<file path="src/rtl/alu_issue.sv">
// alu_issue: execute-stage initiator for the shared ALU.
//
// Takes decoded-operand RV32I instructions (OP, OP-IMM, LUI, AUIPC, BRANCH)
// over a valid/ready handshake, translates each into an ALU control code and
// operands, and returns one result beat per instruction. The beat pairs the
// ALU's registered y with the instruction's metadata.
//
// Pipeline:
//   S1 - registered ALU inputs (alu_a/alu_b/alu_ctrl) and the instruction's
//        metadata.
//   S2 - metadata of the op whose result currently sits in the ALU's y register.
//
// Ports:
//   clk, rst_n        clock (shared with the ALU), async active-low reset
//   flush             synchronous kill of everything in flight
//   ins_*             instruction channel (valid/ready, instr, pc, rs1/rs2 data)
//   alu_en/a/b/ctrl   drive the ALU; alu_y is its registered result
//   res_*             result channel (valid/ready plus data and metadata)

package alu_issue_pkg;
  localparam logic [7:0] ALU_CTRL_ADD        = 8'd0;
  localparam logic [7:0] ALU_CTRL_SUB        = 8'd1;
  localparam logic [7:0] ALU_CTRL_SUB2       = 8'd2;
  localparam logic [7:0] ALU_CTRL_LSFT       = 8'd3;
  localparam logic [7:0] ALU_CTRL_RSFT       = 8'd4;
  localparam logic [7:0] ALU_CTRL_RSFTA      = 8'd5;
  localparam logic [7:0] ALU_CTRL_AND        = 8'd6;
  localparam logic [7:0] ALU_CTRL_OR         = 8'd7;
  localparam logic [7:0] ALU_CTRL_XOR        = 8'd8;
  localparam logic [7:0] ALU_CTRL_EQ         = 8'd9;
  localparam logic [7:0] ALU_CTRL_NEQ        = 8'd10;
  localparam logic [7:0] ALU_CTRL_LESS       = 8'd11;
  localparam logic [7:0] ALU_CTRL_LESS_SIGN  = 8'd12;
  localparam logic [7:0] ALU_CTRL_GRTEQ      = 8'd13;
  localparam logic [7:0] ALU_CTRL_GRTEQ_SIGN = 8'd14;
endpackage

module alu_issue
  import alu_issue_pkg::*;
#(
  parameter int CTRL_W = 8,
  parameter int DATA_W = 32
) (
  input  logic              clk,
  input  logic              rst_n,
  input  logic              flush,
  input  logic              ins_valid,
  output logic              ins_ready,
  input  logic [31:0]       ins_instr,
  input  logic [DATA_W-1:0] ins_pc,
  input  logic [DATA_W-1:0] rs1_data,
  input  logic [DATA_W-1:0] rs2_data,
  output logic              alu_en,
  output logic [DATA_W-1:0] alu_a,
  output logic [DATA_W-1:0] alu_b,
  output logic [CTRL_W-1:0] alu_ctrl,
  input  logic [DATA_W-1:0] alu_y,
  output logic              res_valid,
  input  logic              res_ready,
  output logic [DATA_W-1:0] res_data,
  output logic [4:0]        res_rd,
  output logic              res_wb,
  output logic              res_branch,
  output logic              res_taken,
  output logic [DATA_W-1:0] res_target,
  output logic              res_illegal
);

  localparam logic [6:0] OPC_OP     = 7'b0110011;
  localparam logic [6:0] OPC_OP_IMM = 7'b0010011;
  localparam logic [6:0] OPC_LUI    = 7'b0110111;
  localparam logic [6:0] OPC_AUIPC  = 7'b0010111;
  localparam logic [6:0] OPC_BRANCH = 7'b1100011;
  localparam logic [6:0] F7_ZERO    = 7'b0000000;
  localparam logic [6:0] F7_ALT     = 7'b0100000;

  // Shared funct3 map for OP and OP-IMM (funct7 qualifies SUB/SRA separately).
  function automatic logic [7:0] f3_ctrl(input logic [2:0] f3);
    case (f3)
      3'b000:  return ALU_CTRL_ADD;
      3'b001:  return ALU_CTRL_LSFT;
      3'b010:  return ALU_CTRL_LESS_SIGN;
      3'b011:  return ALU_CTRL_LESS;
      3'b100:  return ALU_CTRL_XOR;
      3'b101:  return ALU_CTRL_RSFT;
      3'b110:  return ALU_CTRL_OR;
      default: return ALU_CTRL_AND;
    endcase
  endfunction

  logic [6:0] opcode, funct7;
  logic [2:0] funct3;
  logic [DATA_W-1:0] imm_i, imm_u, imm_b;

  assign opcode = ins_instr[6:0];
  assign funct3 = ins_instr[14:12];
  assign funct7 = ins_instr[31:25];
  assign imm_i  = {{20{ins_instr[31]}}, ins_instr[31:20]};
  assign imm_u  = {ins_instr[31:12], 12'b0};
  assign imm_b  = {{20{ins_instr[31]}}, ins_instr[7], ins_instr[30:25],
                   ins_instr[11:8], 1'b0};

  logic [DATA_W-1:0] d_a, d_b, d_target;
  logic [7:0]        d_ctrl;
  logic [4:0]        d_rd;
  logic              d_wb, d_branch, d_illegal;

  always_comb begin
    // NOTE: every output of this block gets a default first so no path
    // through the case leaves one unassigned (which would infer a latch).
    d_a       = '0;
    d_b       = '0;
    d_ctrl    = ALU_CTRL_ADD;
    d_rd      = ins_instr[11:7];
    d_branch  = 1'b0;
    d_target  = '0;
    d_illegal = 1'b0;
    case (opcode)
      OPC_OP: begin
        d_a = rs1_data;
        d_b = rs2_data;
        if (funct7 == F7_ZERO)                         d_ctrl = f3_ctrl(funct3);
        else if (funct7 == F7_ALT && funct3 == 3'b000) d_ctrl = ALU_CTRL_SUB;
        else if (funct7 == F7_ALT && funct3 == 3'b101) d_ctrl = ALU_CTRL_RSFTA;
        else                                           d_illegal = 1'b1;
      end
      OPC_OP_IMM: begin
        d_a    = rs1_data;
        d_b    = imm_i;
        d_ctrl = f3_ctrl(funct3);
        // Shifts take only the 5-bit shamt; the upper imm bits are funct7.
        if (funct3 == 3'b001) begin
          d_b = DATA_W'(ins_instr[24:20]);
          if (funct7 != F7_ZERO) d_illegal = 1'b1;
        end else if (funct3 == 3'b101) begin
          d_b = DATA_W'(ins_instr[24:20]);
          if (funct7 == F7_ALT)        d_ctrl    = ALU_CTRL_RSFTA;
          else if (funct7 != F7_ZERO)  d_illegal = 1'b1;
        end
      end
      OPC_LUI: begin
        d_b = imm_u;
      end
      OPC_AUIPC: begin
        d_a = ins_pc;
        d_b = imm_u;
      end
      OPC_BRANCH: begin
        d_a      = rs1_data;
        d_b      = rs2_data;
        d_rd     = 5'd0;
        d_branch = 1'b1;
        d_target = ins_pc + imm_b;
        case (funct3)
          3'b000:  d_ctrl = ALU_CTRL_EQ;
          3'b001:  d_ctrl = ALU_CTRL_NEQ;
          3'b100:  d_ctrl = ALU_CTRL_LESS_SIGN;
          3'b101:  d_ctrl = ALU_CTRL_GRTEQ_SIGN;
          3'b110:  d_ctrl = ALU_CTRL_LESS;
          3'b111:  d_ctrl = ALU_CTRL_GRTEQ;
          default: d_illegal = 1'b1;
        endcase
      end
      default: d_illegal = 1'b1;
    endcase
    // Illegal encodings still flow through as a harmless 0+0 so they produce a beat.
    if (d_illegal) begin
      d_a      = '0;
      d_b      = '0;
      d_ctrl   = ALU_CTRL_ADD;
      d_rd     = 5'd0;
      d_branch = 1'b0;
      d_target = '0;
    end
    d_wb = !d_branch && !d_illegal && (d_rd != 5'd0);
  end

  logic              s1_valid, s2_valid;
  logic [4:0]        s1_rd;
  logic              s1_wb, s1_branch, s1_illegal;
  logic [DATA_W-1:0] s1_target;
  logic              advance, accept;

  assign advance   = s1_valid && (!s2_valid || res_ready) && !flush;
  assign ins_ready = (!s1_valid || advance) && !flush;
  assign accept    = ins_valid && ins_ready;
  assign alu_en    = advance;

  // S1: decoded ALU inputs drive the ALU directly from these registers.
  always_ff @(posedge clk or negedge rst_n) begin
    if (!rst_n) begin
      // NOTE: non-blocking assignments for all state so every register samples
      // pre-edge values, independent of block evaluation order.
      s1_valid   <= 1'b0;
      alu_a      <= '0;
      alu_b      <= '0;
      alu_ctrl   <= CTRL_W'(ALU_CTRL_ADD);
      s1_rd      <= 5'd0;
      s1_wb      <= 1'b0;
      s1_branch  <= 1'b0;
      s1_target  <= '0;
      s1_illegal <= 1'b0;
    end else if (flush) begin
      s1_valid <= 1'b0;
    end else if (accept) begin
      s1_valid   <= 1'b1;
      alu_a      <= d_a;
      alu_b      <= d_b;
      alu_ctrl   <= CTRL_W'(d_ctrl);
      s1_rd      <= d_rd;
      s1_wb      <= d_wb;
      s1_branch  <= d_branch;
      s1_target  <= d_target;
      s1_illegal <= d_illegal;
    end else if (advance) begin
      s1_valid <= 1'b0;
    end
  end

  // S2: metadata loads on the same edge the ALU captures y.
  always_ff @(posedge clk or negedge rst_n) begin
    if (!rst_n) begin
      s2_valid    <= 1'b0;
      res_rd      <= 5'd0;
      res_wb      <= 1'b0;
      res_branch  <= 1'b0;
      res_target  <= '0;
      res_illegal <= 1'b0;
    end else if (flush) begin
      s2_valid <= 1'b0;
    end else if (advance) begin
      s2_valid    <= 1'b1;
      res_rd      <= s1_rd;
      res_wb      <= s1_wb;
      res_branch  <= s1_branch;
      res_target  <= s1_target;
      res_illegal <= s1_illegal;
    end else if (res_ready) begin
      s2_valid <= 1'b0;
    end
  end

  assign res_valid = s2_valid;
  assign res_data  = alu_y;
  assign res_taken = res_branch && alu_y[0];

endmodule

</file>
<file path="config.mk">
export PLATFORM = sky130hd
export DESIGN_NAME = alu_issue
export DESIGN_NICKNAME = d
export VERILOG_FILES = /design/src/rtl/alu_issue.sv
export SDC_FILE = /design/constraint.sdc
export NUM_CORES = 1
export LEC_CHECK = 0
export CAP_MARGIN = 20
export CORE_MARGIN = 1.5
export CORE_UTILIZATION = 41
export DETAILED_ROUTE_END_ITERATION = 16
export PLACE_DENSITY = 0.78
export SLEW_MARGIN = 5
export SYNTH_ARGS = -nofsm -noshare
export SYNTH_HDL_FRONTEND = slang
export SYNTH_SLANG_ARGS = --single-unit
</file>
<file path="constraint.sdc">
create_clock -name clk -period 1.64 [get_ports clk]
set_input_delay 0.328 -clock clk [delete_from_list [all_inputs] [get_ports clk]]
set_output_delay 0.328 -clock clk [all_outputs]
set_load 0.01 [all_outputs]
</file>
======== Word-level counts from Yosys, hierarchy flattened ========
Index checks and enable logic that the tools add are counted.
Widths: inputs -> output; s select.
operators by class
  bitwise gates (word level) .............. 1
  $add $sub $neg .......................... 1
  mux-type cells .......................... 37
  reductions and logical operators ........ 28
  equal/unequal tests ..................... 13
operators by type and width
  cell                count
  $mux 32             6
  $pmux 32 s3         1
  $pmux 32 s2         1
  $mux 8              5
  $add 32x32->32      1
  $pmux 4 s7          1
  $pmux 4 s6          1
  $pmux 8 s3          1
  $eq 7x6->1 const B  3
  $mux 1              16
  $eq 7x5->1 const B  2
  $eq 3x3->1 const B  4
  $mux 5              2
  $logic_and 1x1->1   9
  $eq 7x7->1 const B  1
  $logic_not 7->1     1
  $reduce_bool 7->1   1
  $eq 3x2->1 const B  2
  $mux 3              2
  $reduce_bool 3->1   2
  $reduce_or 6->1     1
  $logic_not 1->1     5
  $reduce_bool 5->1   1
  $pmux 1 s4          1
  7 further kinds     10
storage, ports and cells
  output and inout port bits .............. 148
  flip-flop bits (word level) ............. 154

======== Longest topological paths before layout ========
Gate-level depths: netlist of run 1.
  depth after elaboration ................. 10
  gate-level depth with buffers ........... 9
  mapped depth without buffers ............ 9

======== Worst setup path before layout of run 1 ========
Ideal clock, no wire load.
  kind .................................... input to register
  start ................................... in ins_instr[30]
  end ..................................... reg s1_target[30]
  setup slack ............................. -0.589 ns
  setup time .............................. 0.122 ns
  arrival ................................. 2.107 ns
  cell stages on the path ................. 9
  cell sequence ........................... ha_1 buf_6 o21a_1 o211a_1 and3_4 o211ai_2 a311oi_1 or3_1 a32o_1
on the way
  cells in the longest elaborated chain, start to end .. 7
  elaborated cells between the ends (all ways) .. 16
  those cells by class .................... add/sub: 1; eq/ne: 1; mux: 10; reduce/logical: 4
ends and longest elaborated chain
  item                                                                    RTL line  source
  from (decl)                                                             49        input logic [31:0] ins_instr,
  parallel branches: the longest is 6 deep, another holds $add 32x32->32  n/a
  $mux 32 (*)                                                             167       if (d_illegal) begin
  to (signal assigned)                                                    213       s1_target <= d_target;
  to (decl)                                                               181       logic [DATA_W-1:0] s1_target;
Every way passes the cells marked *.
A chain may end at the register's enable or synchronous reset.

======== Worst setup path in the final report of run 1 ========
  start ................................... in ins_instr[31]
  end ..................................... reg s1_target[25]
The elaborated chain is that of the path after synthesis.

==> results.cfg, run 1 <==
[sta]
post-route-period-util = 1.289
skew_ns = 0.01401
final_hold_viol_count = 0
finalCriticalPeriod_ns = 2.114
final-setup-viol-count = 144
max_freq_mhz = 473.1
tns_ns = -19.60
drv_slew = 0
setup_slack_ns = -0.4738
grt_setup_unrepaired = true

[synth]
synth.area.top_cells = dfrtp_1 (45%), o21ai_0 (7.0%), nand2_1 (6.0%)
synth.ff_latch_count = 150
async_reset_ff_frac = 1.000
synth-main-ff-cell = dfrtp_1
netlist.area_leader.share = 0.4511
synthesized_area_um2 = 8322
synth.distinct_cells = 71
synth.yosys.seq_area_share = 0.4511
synthCells = 867
synth_edf_count = 0
yosysWarningCount = 0
synth_top_cell_by_area = dfrtp_1
postSynthAreaPerCell_um2 = 9.598

[floorplan]
die_width_um = 145.5
placeableCoreArea_um2 = 19650
rows = 51
initial_utilization = 0.4234
pin_count = 313
dieArea_um2 = 21160
floorplan.die.height_um = 145.5

[placement]
dp_hpwl_um = 20830
pre_cts_slack_ns = -1.182
weighted_congestion_at_the_end_of_routability_driven_global_placement = 0.9154
io_buffer_count = 246

[min_path]
worstHoldPathType = primary input to register
worst_hold_startpoint = ins_pc[1]
timing.hold.worst_endpoint = alu_a[1]
hold-path-cell-count = 3

[pwr]
share_seq_of_total_power = 0.364
peakVddDrop_v = 0.0007269
switching_power_share_of_the_total = 0.2863
share_comb_of_total_power = 0.242
leakage_nw = 6.964
internal_power_mw = 7.341
pwr_cell_area_nw_per_um2 = 694.8
share_of_total_power_in_the_clock_network = 0.395
power.switching_mw = 2.945
p_total_mw = 10.29

[detailed_routing]
drc = 0
remaining_number_of_nets_flagged_by_the_antenna_check_after_routing = 0
wl_per_cell_um = 23.55
drt-vias-per-instance = 5.986
dr.first_iter.drc_count = 658
num_vias = 9225
route.final.wire_length_um = 36290
drt_first_pass_iters = 5

[clock_network]
tritoncts_num_sinks = 150
cts_inserted_buffers = 17
cts.reportedPaths.clkPinSlew_ns = 0.06
cts_tree = yes
clock-root-buffer = clkbuf_16
clock_latency_ns = 0.44
clk_path_buf_depth = 2
cts.htree.levels = 4

[layout]
final.fill_count = 1263
fin_util = 0.7533
layout_commonest_cell = dfrtp_1
final_net_count = 1458
layout_area_overhead_pct = 77.91
final_layout_size_suffix_gt1_frac = 0.4102
mostFrequentLayoutCells = dfrtp_1 (150), buf_4 (142), nand2_1 (127), dlygate4sd2_1 (126), clkdlybuf4s50_1 (85)

[grt]
grt_start_max_net_pins = 53
global_route.overflow_total = 0
via_count_of_the_first_global_routing_pass = 9357
global_route_wire_length_before_repair_um = 52230
antenna_found_initial = 1
gr-usage-all-layers = 0.3164

[worst_setup_path]
timing.critical_path.arrival_ns = 2.43
crit_fanout = 5
worst_setup_path_end_kind = register
r2r_cells = 11
worst_setup_path_category = primary input to register
rr_endpoint = alu_a[21]
worstSetupStartpointType = primary input
critPathRequiredTime_ns = 1.96
r2r-start = res_valid
regToRegSetupSlack_ns = -0.25

[job]
max-cap-violations = 0

[outcome]
run_status = complete, but fails checks
failed_checks = negative setup slack
[per-stage QoR]
stage / instance area [um2] / hold WS [ns] / instances
finish: 14810 / 0.2010 / 1541
global route: 14810 / 0.2163 / 1541
CTS: 14250 / 0.2092 / 1524
detailed placement: 12100 / 0.2919 / 1440
global placement: 12100 / 0.2926 / 1440
floorplan: 8636 / 0.03241 / 870
[Yosys cell counts, drive strengths merged, types with 6 or more instances]
master,count
o211ai,6
nand3,18
a21oi,33
inv,6
xnor2,11
and2,8
o21a,6
a22oi,43
xor2,14
and3,10
a21o,10
mux2,40
o21ai,118
buf,51
ha,30
nand2,133
nor2b,6
nor2,35
a221oi,20
nor3,14
dfrtp,150
clkbuf,35
[critical path, cell delays in order]
cell,delay (ns)
buf_12,0.11
buf_12,0.14
buf_8,0.13
ha_4,0.25
and3_4,0.18
nor2_2,0.17
nor2b_1,0.09
or3_4,0.33
a221oi_2,0.37
xor2_1,0.23
o21ai_1,0.10
[worst max-delay path by stage]
stage	endpoint	cells past startpoint	slack, ns	from
after detailed placement	s1_target[30]	10	-1.18	ins_instr[31]
after floorplan	s1_target[30]	9	-0.49	ins_instr[30]
after CTS	s1_target[30]	9	-0.42	ins_instr[31]
after global routing	s1_target[25]	11	-0.45	ins_instr[31]
after global placement	s1_target[30]	9	-1.15	ins_instr[26]
final	s1_target[25]	11	-0.47	ins_instr[31]
[layout make-up]
class / instances / area, um2 / share of cell area
Timing Repair Buffer: 459 / 4583 / 0.3096
Clock inverter: 12 / 140.1 / 0.009465
Clock buffer: 20 / 456.7 / 0.03085
Antenna cell: 1 / 2.502 / 0.0001690
Tap cell: 265 / 331.6 / 0.02240
Inverter: 6 / 22.52 / 0.001521
Multi-Input combinational cell: 628 / 5515 / 0.3725
Sequential cell: 150 / 3754 / 0.2535
[layer usage]
metal	share of wire	up-vias	GRT usage
li1	-	3932	-
met1	0.37	4545	0.3841
met2	0.49	574	0.5386
met3	0.083	174	0.05266
met4	0.056	0	0.1689
met5	0	-	0
[cells by family (layout without fill, tap and decap cells)]
| logic type | Yosys count | in the layout | share of synthesized area |
|---|---|---|---|
| compound gates | 279 | 279 | 0.2170 |
| xor+xnor | 25 | 25 | 0.02631 |
| fa+ha+maj | 31 | 31 | 0.04751 |
| buf+inv | 92 | 497 | 0.06345 |
| flops | 150 | 150 | 0.4511 |
| mux | 41 | 41 | 0.05533 |
| other cells | 1 | 5 | 0.0004506 |
| simple gates | 248 | 248 | 0.1389 |
[flip-flops by register name (all words and copies together) (netlist names)]
| register | cells |
|---|---|
| res_branch | 1 |
| s1_wb | 1 |
| res_rd | 5 |
| s1_branch | 1 |
| s1_rd | 5 |
| s1_target | 32 |
| res_target | 32 |
| alu_ctrl | 4 |
| res_illegal | 1 |
| s1_valid | 1 |
| res_valid | 1 |
| res_wb | 1 |
| s1_illegal | 1 |
| alu_b | 32 |
| alu_a | 32 |
[power by group through the flow]
stage	clock network, mW	logic (mW)	registers [mW]
floorplan	0	0.863	3.81
global placement	0	1.77	3.80
detailed placement	0	1.79	3.81
CTS	4.03	2.15	3.74
global route	4.24	2.60	3.74
finish	4.06	2.49	3.74
[what timing repair did]
item,4_1_cts,5_1_grt
buffers inserted,36,21
setup endpoints to repair,254,151
gates resized for setup,512,124
pin swaps,94,84
hold buffers,1,0
gates cloned,16,4
hold endpoints to repair,41,0
(Power assumes the default switching activity.)
==> run 2: changes to the inputs <==
==> constraint.sdc (replaced) <==
create_clock -name clk -period 1.64 [get_ports clk]
set_input_delay 0.246 -clock clk [delete_from_list [all_inputs] [get_ports clk]]
set_output_delay 0.246 -clock clk [all_outputs]
set_load 0.01 [all_outputs]
==> run 2 against run 1 <==
The run still ends with negative setup slack left. Cell count is 1.9% higher. Worst hold slack lost 0.069 ns. Highest routed layer unchanged. First-iteration DRC count increased by 18%. Largest power group unchanged. Core utilization is 2.3 points higher. Critical endpoint is now s1_target[27]. Largest cell class unchanged. Combinational power is 8% higher. Sequential share of layout area down 0.75 points. Register-to-register slack improved by 0.10 ns. Clock skew down 0.0056 ns. Critical path depth unchanged.
==> results.cfg, run 2 (synthesis results as in run 1) <==
[outcome]
run_status = complete, but fails checks
failed_checks = negative setup slack

[layout]
fin_area_um2 = 15250
final_layout_size_suffix_gt1_frac = 0.4314
fin_util = 0.7762
layout_commonest_cell = clkdlybuf4s50_1
final_net_count = 1490
mostFrequentLayoutCells = clkdlybuf4s50_1 (184), buf_4 (174), dfrtp_1 (150), nand2_1 (120), o21ai_2 (75)
layout_area_overhead_pct = 83.31
antennaDiodeCount = 0

[grt]
global_route.overflow_total = 0
gr-usage-all-layers = 0.3265
global_route_wire_length_before_repair_um = 53880
via_count_of_the_first_global_routing_pass = 9441
antenna_found_initial = 1
grt_start_max_net_pins = 49

[worst_setup_path]
r2r-start = res_valid
worst_setup_path_end_kind = register
critPathRequiredTime_ns = 1.96
crit_path_start = ins_instr[8]
worstSetupStartpointType = primary input
worst_setup_path_category = primary input to register
crit_fanout = 3
timing.critical_path.arrival_ns = 2.36

[detailed_routing]
drt_first_pass_iters = 7
dr.first_iter.drc_count = 774
drt-vias-per-instance = 5.998
route.final.wire_length_um = 37960
num_vias = 9417
wl_per_cell_um = 24.18
remaining_number_of_nets_flagged_by_the_antenna_check_after_routing = 0
drc = 0

[pwr]
pwr_cell_area_nw_per_um2 = 690.4
leakage_nw = 6.721
peakVddDrop_v = 0.0007929
p_total_mw = 10.53

[placement]
placed_cell_area_um2 = 12300
weighted_congestion_at_the_end_of_routability_driven_global_placement = 0.8891
dp_hpwl_um = 21020
io_buffer_count = 246

[sta]
max_freq_mhz = 490.9
drv_slew = 0
post-route-period-util = 1.242
skew_ns = 0.008432
tns_ns = -11.55
final_hold_viol_count = 0
grt_setup_unrepaired = true
finalCriticalPeriod_ns = 2.037
maxSlewHeadroom = 0.6659
final-setup-viol-count = 112
tightestPinTransition_ns = 0.5011
setup_slack_ns = -0.3970

[clock_network]
clock-root-buffer = clkbuf_16
clock_latency_ns = 0.44
cts_tree = yes
tritoncts_num_sinks = 150
clk_path_buf_depth = 2
cts_inserted_buffers = 17
cts.htree.levels = 4
cts.reportedPaths.clkPinSlew_ns = 0.06

[job]
max-cap-violations = 0

[floorplan]
dieArea_um2 = 21160
rows = 51
placeableCoreArea_um2 = 19650
floorplan.die.height_um = 145.5
initial_utilization = 0.4234
die_width_um = 145.5
pin_count = 313

[min_path]
worstHoldPathType = primary input to register
worst_hold_startpoint = ins_pc[5]
==> run 2: cell count changes in the layout (fill, tap and decap cells not counted), moves of 4 or more <==
| cell | before | now |
|---|---|---|
| buf_12 | 21 | 26 |
| buf_4 | 142 | 174 |
| buf_6 | 36 | 42 |
| buf_8 | 11 | 6 |
| clkdlybuf4s50_1 | 85 | 184 |
| dlygate4sd2_1 | 126 | 21 |
| dlymetal6s2s_1 | 3 | 10 |
| nand2_1 | 127 | 120 |
| nand2_2 | 4 | 9 |
| o21ai_1 | 27 | 20 |
| o21ai_2 | 71 | 75 |
==> run 2: per-stage QoR <==
stage / cells / setup slack [ns] / hold slack, ns
global route: 1570 / -0.4062 / 0.1403
detailed placement: 1467 / -1.150 / 0.2254
global placement: 1467 / -1.066 / 0.2266
CTS: 1554 / -0.3591 / 0.1282
floorplan: 870 / -0.4086 / -0.04959
finish: 1570 / -0.3970 / 0.1319
==> run 2: layer usage <==
| layer | wire [um] | share of wire | GRT usage | up-vias |
|---|---|---|---|---|
| met4 | 2085 | 0.055 | 0.1449 | 0 |
| met2 | 18220 | 0.48 | 0.5581 | 647 |
| met1 | 14060 | 0.37 | 0.3946 | 4593 |
| met5 | 0 | 0 | 0 | - |
| met3 | 3593 | 0.095 | 0.07273 | 194 |
| li1 | - | - | - | 3983 |
==> run 2: path summary, 6_finish.rpt <==
| check | endpoint | slack, ns | cells after the start |
|---|---|---|---|
| min reg2reg | s1_rd[4] | 0.48 | 2 |
| max reg2reg | alu_b[1] | -0.15 | 10 |
| max in group asynchronous | res_target[8] | 0.73 | 3 |
| max | s1_target[27] | -0.40 | 11 |
| min in group asynchronous | alu_b[1] | 0.33 | 2 |
| min | alu_a[5] | 0.13 | 3 |
==> run 2: repair_timing <==
| action | 4_1_cts | 5_1_grt |
|---|---|---|
| setup endpoints to repair | 121 | 152 |
| resized for setup | 435 | 146 |
| hold buffers | 1 | 0 |
| pin swaps | 148 | 80 |
| hold endpoints to repair | 43 | 0 |
| gates cloned | 12 | 5 |
| setup buffers | 48 | 22 |
==> run 2: layout make-up <==
type | instances | area (um2)
inverter | 6 | 22.52
clock inverter | 12 | 153.9
fill | 1131 | 4399
timing repair buffer | 491 | 4923
clock buffer | 18 | 439.2
multi-input combinational | 628 | 5630
tap | 265 | 331.6
sequential | 150 | 3754
==> run 2: power by group <==
group	internal (mW)	switching, mW	leakage [nW]
logic	1.34	1.34	4.35
registers	3.72	0.0171	2.08
clock network	2.42	1.69	0.284
total	7.48	3.05	6.72
==> run 2: critical path, cell delays in order <==
cell and delay [ns]:
buf_6 0.10, ha_4 0.16, fa_2 0.38, a21oi_2 0.25, o211ai_1 0.22, nand3_2 0.17
buf_6 0.12, a21oi_4 0.07, o41ai_4 0.35, xor2_1 0.21, o21ai_1 0.08
